## src/rtl/sram_arbiter_if.sv

```systemverilog
// Bus bundle between the SRAM arbiter, its three requesters and the external SRAM pins.
// The arbiter takes the slave view; requesters and the SRAM model take the master view.
interface sram_arbiter_if #(
  parameter int AW = 19,
  parameter int DW = 8
);
  logic          ldReq;
  logic [AW-1:0] ldA;
  logic [DW-1:0] ldD;
  logic          ldAck;

  logic          vReq;
  logic [AW-1:0] vA;
  logic [DW-1:0] vQ;
  logic          vAck;

  logic          cReq;
  logic          cWe;
  logic [AW-1:0] cA;
  logic [DW-1:0] cD;
  logic [DW-1:0] cQ;
  logic          cAck;

  logic [AW-1:0] sramA;
  logic [DW-1:0] sramDo;
  logic [DW-1:0] sramDi;
  logic          sramDoe;
  logic          sramOe;
  logic          sramWe;

  modport slave (
    input  ldReq, ldA, ldD, vReq, vA, cReq, cWe, cA, cD, sramDi,
    output ldAck, vQ, vAck, cQ, cAck, sramA, sramDo, sramDoe, sramOe, sramWe
  );

  modport master (
    output ldReq, ldA, ldD, vReq, vA, cReq, cWe, cA, cD, sramDi,
    input  ldAck, vQ, vAck, cQ, cAck, sramA, sramDo, sramDoe, sramOe, sramWe
  );
endinterface

```

## src/rtl/sram_arbiter.sv

```systemverilog
// Three-way arbiter (loader > video > CPU, with a video starvation guard) in front of one
// asynchronous SRAM; every access is a fixed IDLE -> ACC1 -> ACC2 sequence.
module sram_arbiter #(
  parameter int AW = 19,
  parameter int DW = 8
) (
  input  logic           clock,
  input  logic           reset,
  sram_arbiter_if.slave  bus
);
  typedef enum logic [1:0] {IDLE, ACC1, ACC2} state_t;
  typedef enum logic [1:0] {OWN_LD, OWN_V, OWN_C} own_t;

  state_t        state, state_nx;
  own_t          own_q, own_nx;
  logic          grant;
  logic [AW-1:0] a_q, a_nx;
  logic [DW-1:0] d_q, d_nx;
  logic          we_q, we_nx;
  logic [1:0]    vcnt;
  logic [2:0]    ack_q;
  logic [DW-1:0] vq_q, cq_q;

  // Arbitration: CPU jumps ahead of video once two video grants in a row happened while it waited.
  always_comb begin
    grant  = 1'b0;
    own_nx = own_q;
    a_nx   = a_q;
    d_nx   = d_q;
    we_nx  = we_q;
    if (state == IDLE) begin
      if (bus.ldReq) begin
        grant = 1'b1; own_nx = OWN_LD; a_nx = bus.ldA; d_nx = bus.ldD; we_nx = 1'b1;
      end else if (bus.cReq && (!bus.vReq || vcnt == 2'd2)) begin
        grant = 1'b1; own_nx = OWN_C; a_nx = bus.cA; we_nx = bus.cWe;
        if (bus.cWe) d_nx = bus.cD;
      end else if (bus.vReq) begin
        grant = 1'b1; own_nx = OWN_V; a_nx = bus.vA; we_nx = 1'b0;
      end
    end
  end

  always_ff @(posedge clock) begin
    if (!reset) state <= IDLE;
    else        state <= state_nx;
  end

  always_comb begin
    state_nx = IDLE;
    case (state)
      IDLE:    state_nx = grant ? ACC1 : IDLE;
      ACC1:    state_nx = ACC2;
      ACC2:    state_nx = IDLE;
      default: state_nx = IDLE;
    endcase
  end

  always_comb begin
    bus.sramA   = a_q;
    bus.sramDo  = d_q;
    bus.sramDoe = we_q && (state != IDLE);
    bus.sramWe  = !(we_q && (state == ACC1));
    bus.sramOe  = !(!we_q && (state != IDLE));
  end

  always_ff @(posedge clock) begin
    if (!reset) begin
      own_q <= OWN_LD;
      a_q   <= '0;
      d_q   <= '0;
      we_q  <= 1'b0;
    end else if (grant) begin
      own_q <= own_nx;
      a_q   <= a_nx;
      d_q   <= d_nx;
      we_q  <= we_nx;
    end
  end

  always_ff @(posedge clock) begin
    if (!reset)                       vcnt <= 2'd0;
    else if (!bus.cReq)               vcnt <= 2'd0;
    else if (grant && own_nx == OWN_C) vcnt <= 2'd0;
    else if (grant && own_nx == OWN_V && vcnt != 2'd2) vcnt <= vcnt + 2'd1;
  end

  // Ack and read data land together on the edge that closes ACC2.
  always_ff @(posedge clock) begin
    if (!reset) begin
      ack_q <= '0;
      vq_q  <= '0;
      cq_q  <= '0;
    end else begin
      ack_q <= '0;
      if (state == ACC2) begin
        case (own_q)
          OWN_LD:  ack_q[0] <= 1'b1;
          OWN_V:   ack_q[1] <= 1'b1;
          OWN_C:   ack_q[2] <= 1'b1;
          default: ack_q <= '0;
        endcase
        if (!we_q && own_q == OWN_V) vq_q <= bus.sramDi;
        if (!we_q && own_q == OWN_C) cq_q <= bus.sramDi;
      end
    end
  end

  assign bus.ldAck = ack_q[0];
  assign bus.vAck  = ack_q[1];
  assign bus.cAck  = ack_q[2];
  assign bus.vQ    = vq_q;
  assign bus.cQ    = cq_q;
endmodule

```

## src/flat_wrapper.sv

```systemverilog
// flat-port wrapper written by rule: the top's interface ports become plain ports
module sram_arbiter_flat 
#(
  parameter int AW = 19,
  parameter int DW = 8
)
  (clock, reset, bus_ldReq, bus_ldA, bus_ldD, bus_vReq, bus_vA, bus_cReq, bus_cWe, bus_cA, bus_cD, bus_sramDi, bus_ldAck, bus_vQ, bus_vAck, bus_cQ, bus_cAck, bus_sramA, bus_sramDo, bus_sramDoe, bus_sramOe, bus_sramWe);
  sram_arbiter_if #(.AW(AW), .DW(DW)) bus_i ();
  input  logic clock;
  input  logic reset;
  input wire logic [$bits(bus_i.ldReq)-1:0] bus_ldReq;
  input wire logic [$bits(bus_i.ldA)-1:0] bus_ldA;
  input wire logic [$bits(bus_i.ldD)-1:0] bus_ldD;
  input wire logic [$bits(bus_i.vReq)-1:0] bus_vReq;
  input wire logic [$bits(bus_i.vA)-1:0] bus_vA;
  input wire logic [$bits(bus_i.cReq)-1:0] bus_cReq;
  input wire logic [$bits(bus_i.cWe)-1:0] bus_cWe;
  input wire logic [$bits(bus_i.cA)-1:0] bus_cA;
  input wire logic [$bits(bus_i.cD)-1:0] bus_cD;
  input wire logic [$bits(bus_i.sramDi)-1:0] bus_sramDi;
  output wire logic [$bits(bus_i.ldAck)-1:0] bus_ldAck;
  output wire logic [$bits(bus_i.vQ)-1:0] bus_vQ;
  output wire logic [$bits(bus_i.vAck)-1:0] bus_vAck;
  output wire logic [$bits(bus_i.cQ)-1:0] bus_cQ;
  output wire logic [$bits(bus_i.cAck)-1:0] bus_cAck;
  output wire logic [$bits(bus_i.sramA)-1:0] bus_sramA;
  output wire logic [$bits(bus_i.sramDo)-1:0] bus_sramDo;
  output wire logic [$bits(bus_i.sramDoe)-1:0] bus_sramDoe;
  output wire logic [$bits(bus_i.sramOe)-1:0] bus_sramOe;
  output wire logic [$bits(bus_i.sramWe)-1:0] bus_sramWe;
  assign bus_i.ldReq = bus_ldReq;
  assign bus_i.ldA = bus_ldA;
  assign bus_i.ldD = bus_ldD;
  assign bus_i.vReq = bus_vReq;
  assign bus_i.vA = bus_vA;
  assign bus_i.cReq = bus_cReq;
  assign bus_i.cWe = bus_cWe;
  assign bus_i.cA = bus_cA;
  assign bus_i.cD = bus_cD;
  assign bus_i.sramDi = bus_sramDi;
  assign bus_ldAck = bus_i.ldAck;
  assign bus_vQ = bus_i.vQ;
  assign bus_vAck = bus_i.vAck;
  assign bus_cQ = bus_i.cQ;
  assign bus_cAck = bus_i.cAck;
  assign bus_sramA = bus_i.sramA;
  assign bus_sramDo = bus_i.sramDo;
  assign bus_sramDoe = bus_i.sramDoe;
  assign bus_sramOe = bus_i.sramOe;
  assign bus_sramWe = bus_i.sramWe;
  sram_arbiter #(.AW(AW), .DW(DW)) u_core (.clock(clock), .reset(reset), .bus(bus_i));
endmodule
```

## config.mk

```make
export PLATFORM = sky130hd
export DESIGN_NAME = sram_arbiter_flat
export DESIGN_NICKNAME = d
export VERILOG_FILES = /design/src/rtl/sram_arbiter_if.sv /design/src/rtl/sram_arbiter.sv /design/src/flat_wrapper.sv
export SDC_FILE = /design/constraint.sdc
export NUM_CORES = 1
export LEC_CHECK = 0
export ABC_AREA = 1
export BUFFER_PORTS_ARGS = -buffer_cell sky130_fd_sc_hd__buf_2
export CORE_MARGIN = 2
export CORE_UTILIZATION = 45
export DETAILED_ROUTE_END_ITERATION = 7
export PLACE_DENSITY_LB_ADDON = 0.08
export SYNTH_ARGS = -nofsm -noshare
export SYNTH_HDL_FRONTEND = slang
export SYNTH_SLANG_ARGS = --single-unit
```

## constraint.sdc

```tcl
create_clock -name clock -period 2.1 [get_ports clock]
set_input_delay 0 -clock clock [delete_from_list [all_inputs] [get_ports clock]]
set_output_delay 0 -clock clock [all_outputs]
set_load 0.05 [all_outputs]
```

# == Yosys cells after proc, flatten, opt, wreduce, memory -nomap -nowiden ==
# Index checks and enable logic that the tools add are counted.
# word_totals
n_memories,0
reg_bits,53
in_bits,87
latch_bits,0
wordCells,68
ramBits,0
romBits,0
# op_classes
order_cmp,0
n_eq_ne,8
n_reduce_logical,26
n_mux,22
shift,0
div,0
n_mul,0
bitwise_logic,2
add_sub_neg,1
# ops
op,n
19-bit 2-to-1 mux,3
8-bit 2-to-1 mux,3
1-bit 2-to-1 mux,11
1-bit logical AND,9
"2-bit equality test, second input constant",4
2-bit 2-to-1 mux,4
"2-bit by 1-bit equality test with 1-bit output, second input constant",3
2-bit AND reduction,3
2-bit nonzero test,3
1-bit zero test,4
2-bit zero test,2
2-bit one-hot mux with 2 select lines,1
4-bit AND reduction,1
3-bit AND reduction,1
3-bit nonzero test,1
3-bit OR reduction,1
"2-bit by 1-bit adder with 2-bit output, second input constant",1
"2-bit inequality test, second input constant",1
1-bit inverter,2
1-bit logical OR,1

# == Longest topological paths before layout ==
# logic_depth
word_depth,9
depth_mapped,11
ltp_nobuf,11

# == Worst setup path before layout ==
# No wires, ideal clock.
# synth_timing
path_type,reg2reg
from,register u_core.vcnt[0]
to,register u_core.a_q[7] (netlist: u_core.bus.sramA[7])
t_arrival_ps,1306
path_stages_with_launch,11
required_time_ps,1980
setup_slack_ps,674
setup_time_ps,120
period_less_slack_ps,1426
cell_sequence,dfxtp_1 inv_1 ha_1 inv_1 nand2_1 nand2_1 buf_2 buf_4 nand2_1 o211ai_1 a21oi_1
# synth_between
elab_chain_len,7
word_cells_on_any_way,10
cone_classes,1 x eq/ne; 5 x mux; 4 x reduce/logical
# synth_rtl
item,line_no,rtl
start: declaration,sram_arbiter.sv:20,logic [1:0] vcnt;
start signal: assignment,sram_arbiter.sv:84,else if (grant && own_nx == OWN_V && vcnt != 2'd2) vcnt <= vcnt + 2'd1;
2-bit equality test *,sram_arbiter.sv:34,end else if (bus.cReq && (!bus.vReq || vcnt == 2'd2)) begin
1-bit logical OR *,sram_arbiter.sv:34,
1-bit logical AND *,sram_arbiter.sv:34,
1-bit 2-to-1 mux,sram_arbiter.sv:34,
1-bit 2-to-1 mux,sram_arbiter.sv:32,if (bus.ldReq) begin
1-bit 2-to-1 mux,sram_arbiter.sv:31,if (state == IDLE) begin
3-bit AND reduction (no line),--,
end signal: assignment,sram_arbiter.sv:74,a_q <= a_nx;
end: declaration,sram_arbiter.sv:17,"logic [AW-1:0] a_q, a_nx;"
# Mark *: on every way between the ends. The rest lies on a longest branch, timed or not.
# A chain may end at the register's enable or synchronous reset.

# == Worst setup path in the final report ==
# layout_timing
from,register u_core.vcnt[0]
to,register u_core.a_q[4] (netlist: u_core.bus.sramA[4])
# Same word-level chain as after synthesis.

==> flow_summary.toml <==
[timing]
hold_viol = 0
maxSlewHeadroom = 0.5264
report.final.slew_viol_count = 0
worst_slew_pin_slew_ps = 710.5
fin_crit_sh = 0.7635
rsz0062_at_grt = "no"
finalSetupTns_ps = 0
setup_slack_ps = 496.6
finClkSkew_ps = 9.869
holdWs_ps = 10.46
setup_viol = 0
layout_min_cycle_time_ps = 1603
timing.fmax_ghz = 0.6237

[floorplanning]
die-area_um2 = 5965
io-pin-count = 136
die_w_um = 77.24
die_y_um = 77.24
core_um2 = 5140
start_util = 0.4696
rows = 26

[drt]
wire_per_inst_um = 12.13
drt_wl_total_um = 6887
ant_nets = 0
vias_per_cell = 4.901
drtIter0Drc = 104
drc = 0
drt-pass1-iter-count = 5
vias = 2784

[cells_and_area]
syn_to_final_growth_pct = 45.57
fillers = 448
multi_input_area_um2 = 1116
layout.cells.non_filler = 568
finish.instance_area_um2 = 3513
fin_util = 0.6835
layout-drive-gt1-share = 0.3052
n_antenna_cell = 0
final_nets = 585
regArea_um2 = 1061

[grt]
grt_antenna_before_repair = 0
grt_start_max_net_pins = 47
grt_remaining_overflow = 0
grt_usage = 0.2283
grt_pass1_wl_um = 11180
first_global_vias = 2534

[clock_network]
cts_buffers = 5
clockBufferDepth = 2
h-tree-depth = 2
clock_sinks = 53
clk_pin_slew_ps = 100
postCtsSetupBuffers = 0
ctsResizeCount = 0
cts_tree = "built"
cts_root_buf = "clkbuf_8"
clk_latency_ps = 310

[setup_path]
path_cells = "inv_1 -> ha_1 -> inv_1 -> nand2_1 -> nand2_1 -> buf_4 -> nand2_1 -> o211ai_1 -> a21oi_1"
crit_arrival_ps = 1800
cp.required_ps = 2300
crit_type = "reg -> reg"
cp_common_cell = "nand2_1"
crit_fanout = 38
reg2regPathDepth = 9
path_buf_inv = 3
cpMaxStageDelayCell = "buf_4"
cp_num_cells = 9
setup.worst_path.end_class = "register"
startpoint_type = "register"
crit_family = "buffers and inverters"
cp_slowest_stage_delay_ps = 330

[place]
place.port_buffers = 135
finalWeightedCongestion = 0.7821
placed_area_um2 = 3105
hpwl_um = 4481
place_ws_ps = 540.1
dp_cells = 533

[synthesis]
synth_fa_ha_area_frac = 0.005184
ys_seq_elements = 53
synthCells = 343
synth_compound_area_frac = 0.2411
synth_xor_area_frac = 0
syn_area_um2 = 2414
avgSynthCellArea_um2 = 7.037
yosysWarningCount = 0
synth.distinct_cells = 20
synth_mux_area_frac = 0
synth_top_family_by_area = "compound AO/OA/AOI/OAI gates"
ys_seq_area_frac = 0.4396
synthSimpleGateAreaFrac = 0.2162
synthesis.nets = 431

[power_and_ir_drop]
vdd_drop_max_uv = 488.9
p_per_area_nw_per_um2 = 766.7
p_leak_nw = 1.819
p_total_mw = 2.694

[run]
drv_cap = 0

[min_path]
hold_path.class = "in -> reg"
hold_depth = 3

[run_status]
status = "finished, final reports clean"
-- flip-flops by register name, summed over array words and instances, names as in the netlist --
register,flops
u_core.bus.sramA,19
u_core.own_q,2
u_core.ack_q,3
u_core.vcnt,2
u_core.bus.cQ,8
u_core.bus.vQ,8
u_core.state,2
u_core.bus.sramDo,8
u_core.we_q,1
-- final timing paths --
path / slack [ps] / to / start
max: 500 / u_core.bus.sramA[4] / u_core.vcnt[0]
min: 10 / u_core.bus.sramA[9] / bus_cA[9]
max reg2reg: 500 / u_core.bus.sramA[4] / u_core.vcnt[0]
min reg2reg: 480 / u_core.bus.sramDo[6] / u_core.bus.sramDo[6]
-- layout by cell type (no fill, tap or decap), types with 2 or more instances in the layout --
| master | Yosys | layout |
|---|---|---|
| buf_2 | 6 | 135 |
| buf_4 | 4 | 4 |
| dlygate4sd3_1 | 0 | 27 |
| nand3_1 | 4 | 4 |
| bufinv_16 | 0 | 2 |
| a21oi_1 | 40 | 40 |
| o21ai_0 | 43 | 43 |
| inv_1 | 34 | 34 |
| dfxtp_1 | 53 | 53 |
| nor3_1 | 5 | 5 |
| nor2_1 | 58 | 58 |
| o211ai_1 | 19 | 19 |
| inv_2 | 2 | 2 |
| nand2_1 | 60 | 60 |
| clkbuf_8 | 0 | 5 |
-- repair_timing --
| item | 4_1_cts | 5_1_grt |
|---|---|---|
| hold endpoints to repair | 35 | 0 |
| hold buffers | 27 | 0 |
| setup endpoints to repair | 0 | 0 |
-- metal layers --
metal  part of all wire  up-vias  global-route usage
li1                   -     1429                   -
met1               0.43     1218              0.2612
met2               0.48      126              0.4122
met3              0.085       11             0.06000
met4              0.013        0             0.07143
met5                  0        -                   0
-- Yosys cell counts, drive strengths merged --
library cell  number  share of area
nand2             61          0.096
clkbuf             8          0.012
buf               11          0.030
nand3              4         0.0083
a21oi             41          0.090
o21ai             43          0.089
nor2              58          0.090
o21bai             1         0.0031
ha                 1         0.0052
nor3               5          0.010
inv               36          0.056
nand4              2          0.011
o211ai            19          0.059
dfxtp             53           0.44
-- area by class of cell --
cell class	instances	area share
Timing Repair Buffer	166	0.2778
Tap cell	70	0.02493
Clock buffer	5	0.01959
Sequential cell	53	0.3020
Inverter	36	0.03846
Multi-Input combinational cell	235	0.3177
Clock inverter	3	0.01959
-- power breakdown --
part | internal [mW] | leakage (nW) | switching [mW] | total [mW]
Sequential | 1.08 | 0.435 | 0.0380 | 1.12
Clock | 0.480 | 0.0687 | 0.351 | 0.830
Combinational | 0.236 | 1.32 | 0.509 | 0.745
-- cell families (layout without fill, tap and decap cells) --
| family | after synthesis | after routing |
|---|---|---|
| buffers and inverters | 55 | 210 |
| adder cells (fa/ha/maj) | 1 | 1 |
| AND/OR/NAND/NOR | 130 | 130 |
| AO/OA/AOI/OAI | 104 | 104 |
| flip-flops | 53 | 53 |
-- worst reg2reg max path, delay by kind of cell (launching register included) --
| family | cells | cell delay (ps) |
|---|---|---|
| simple gates | 3 | 310 |
| compound gates | 2 | 200 |
| buf+inv | 3 | 480 |
| fa+ha+maj | 1 | 190 |
| flops | 1 | 320 |
Power figures use the tool's default switching activity.
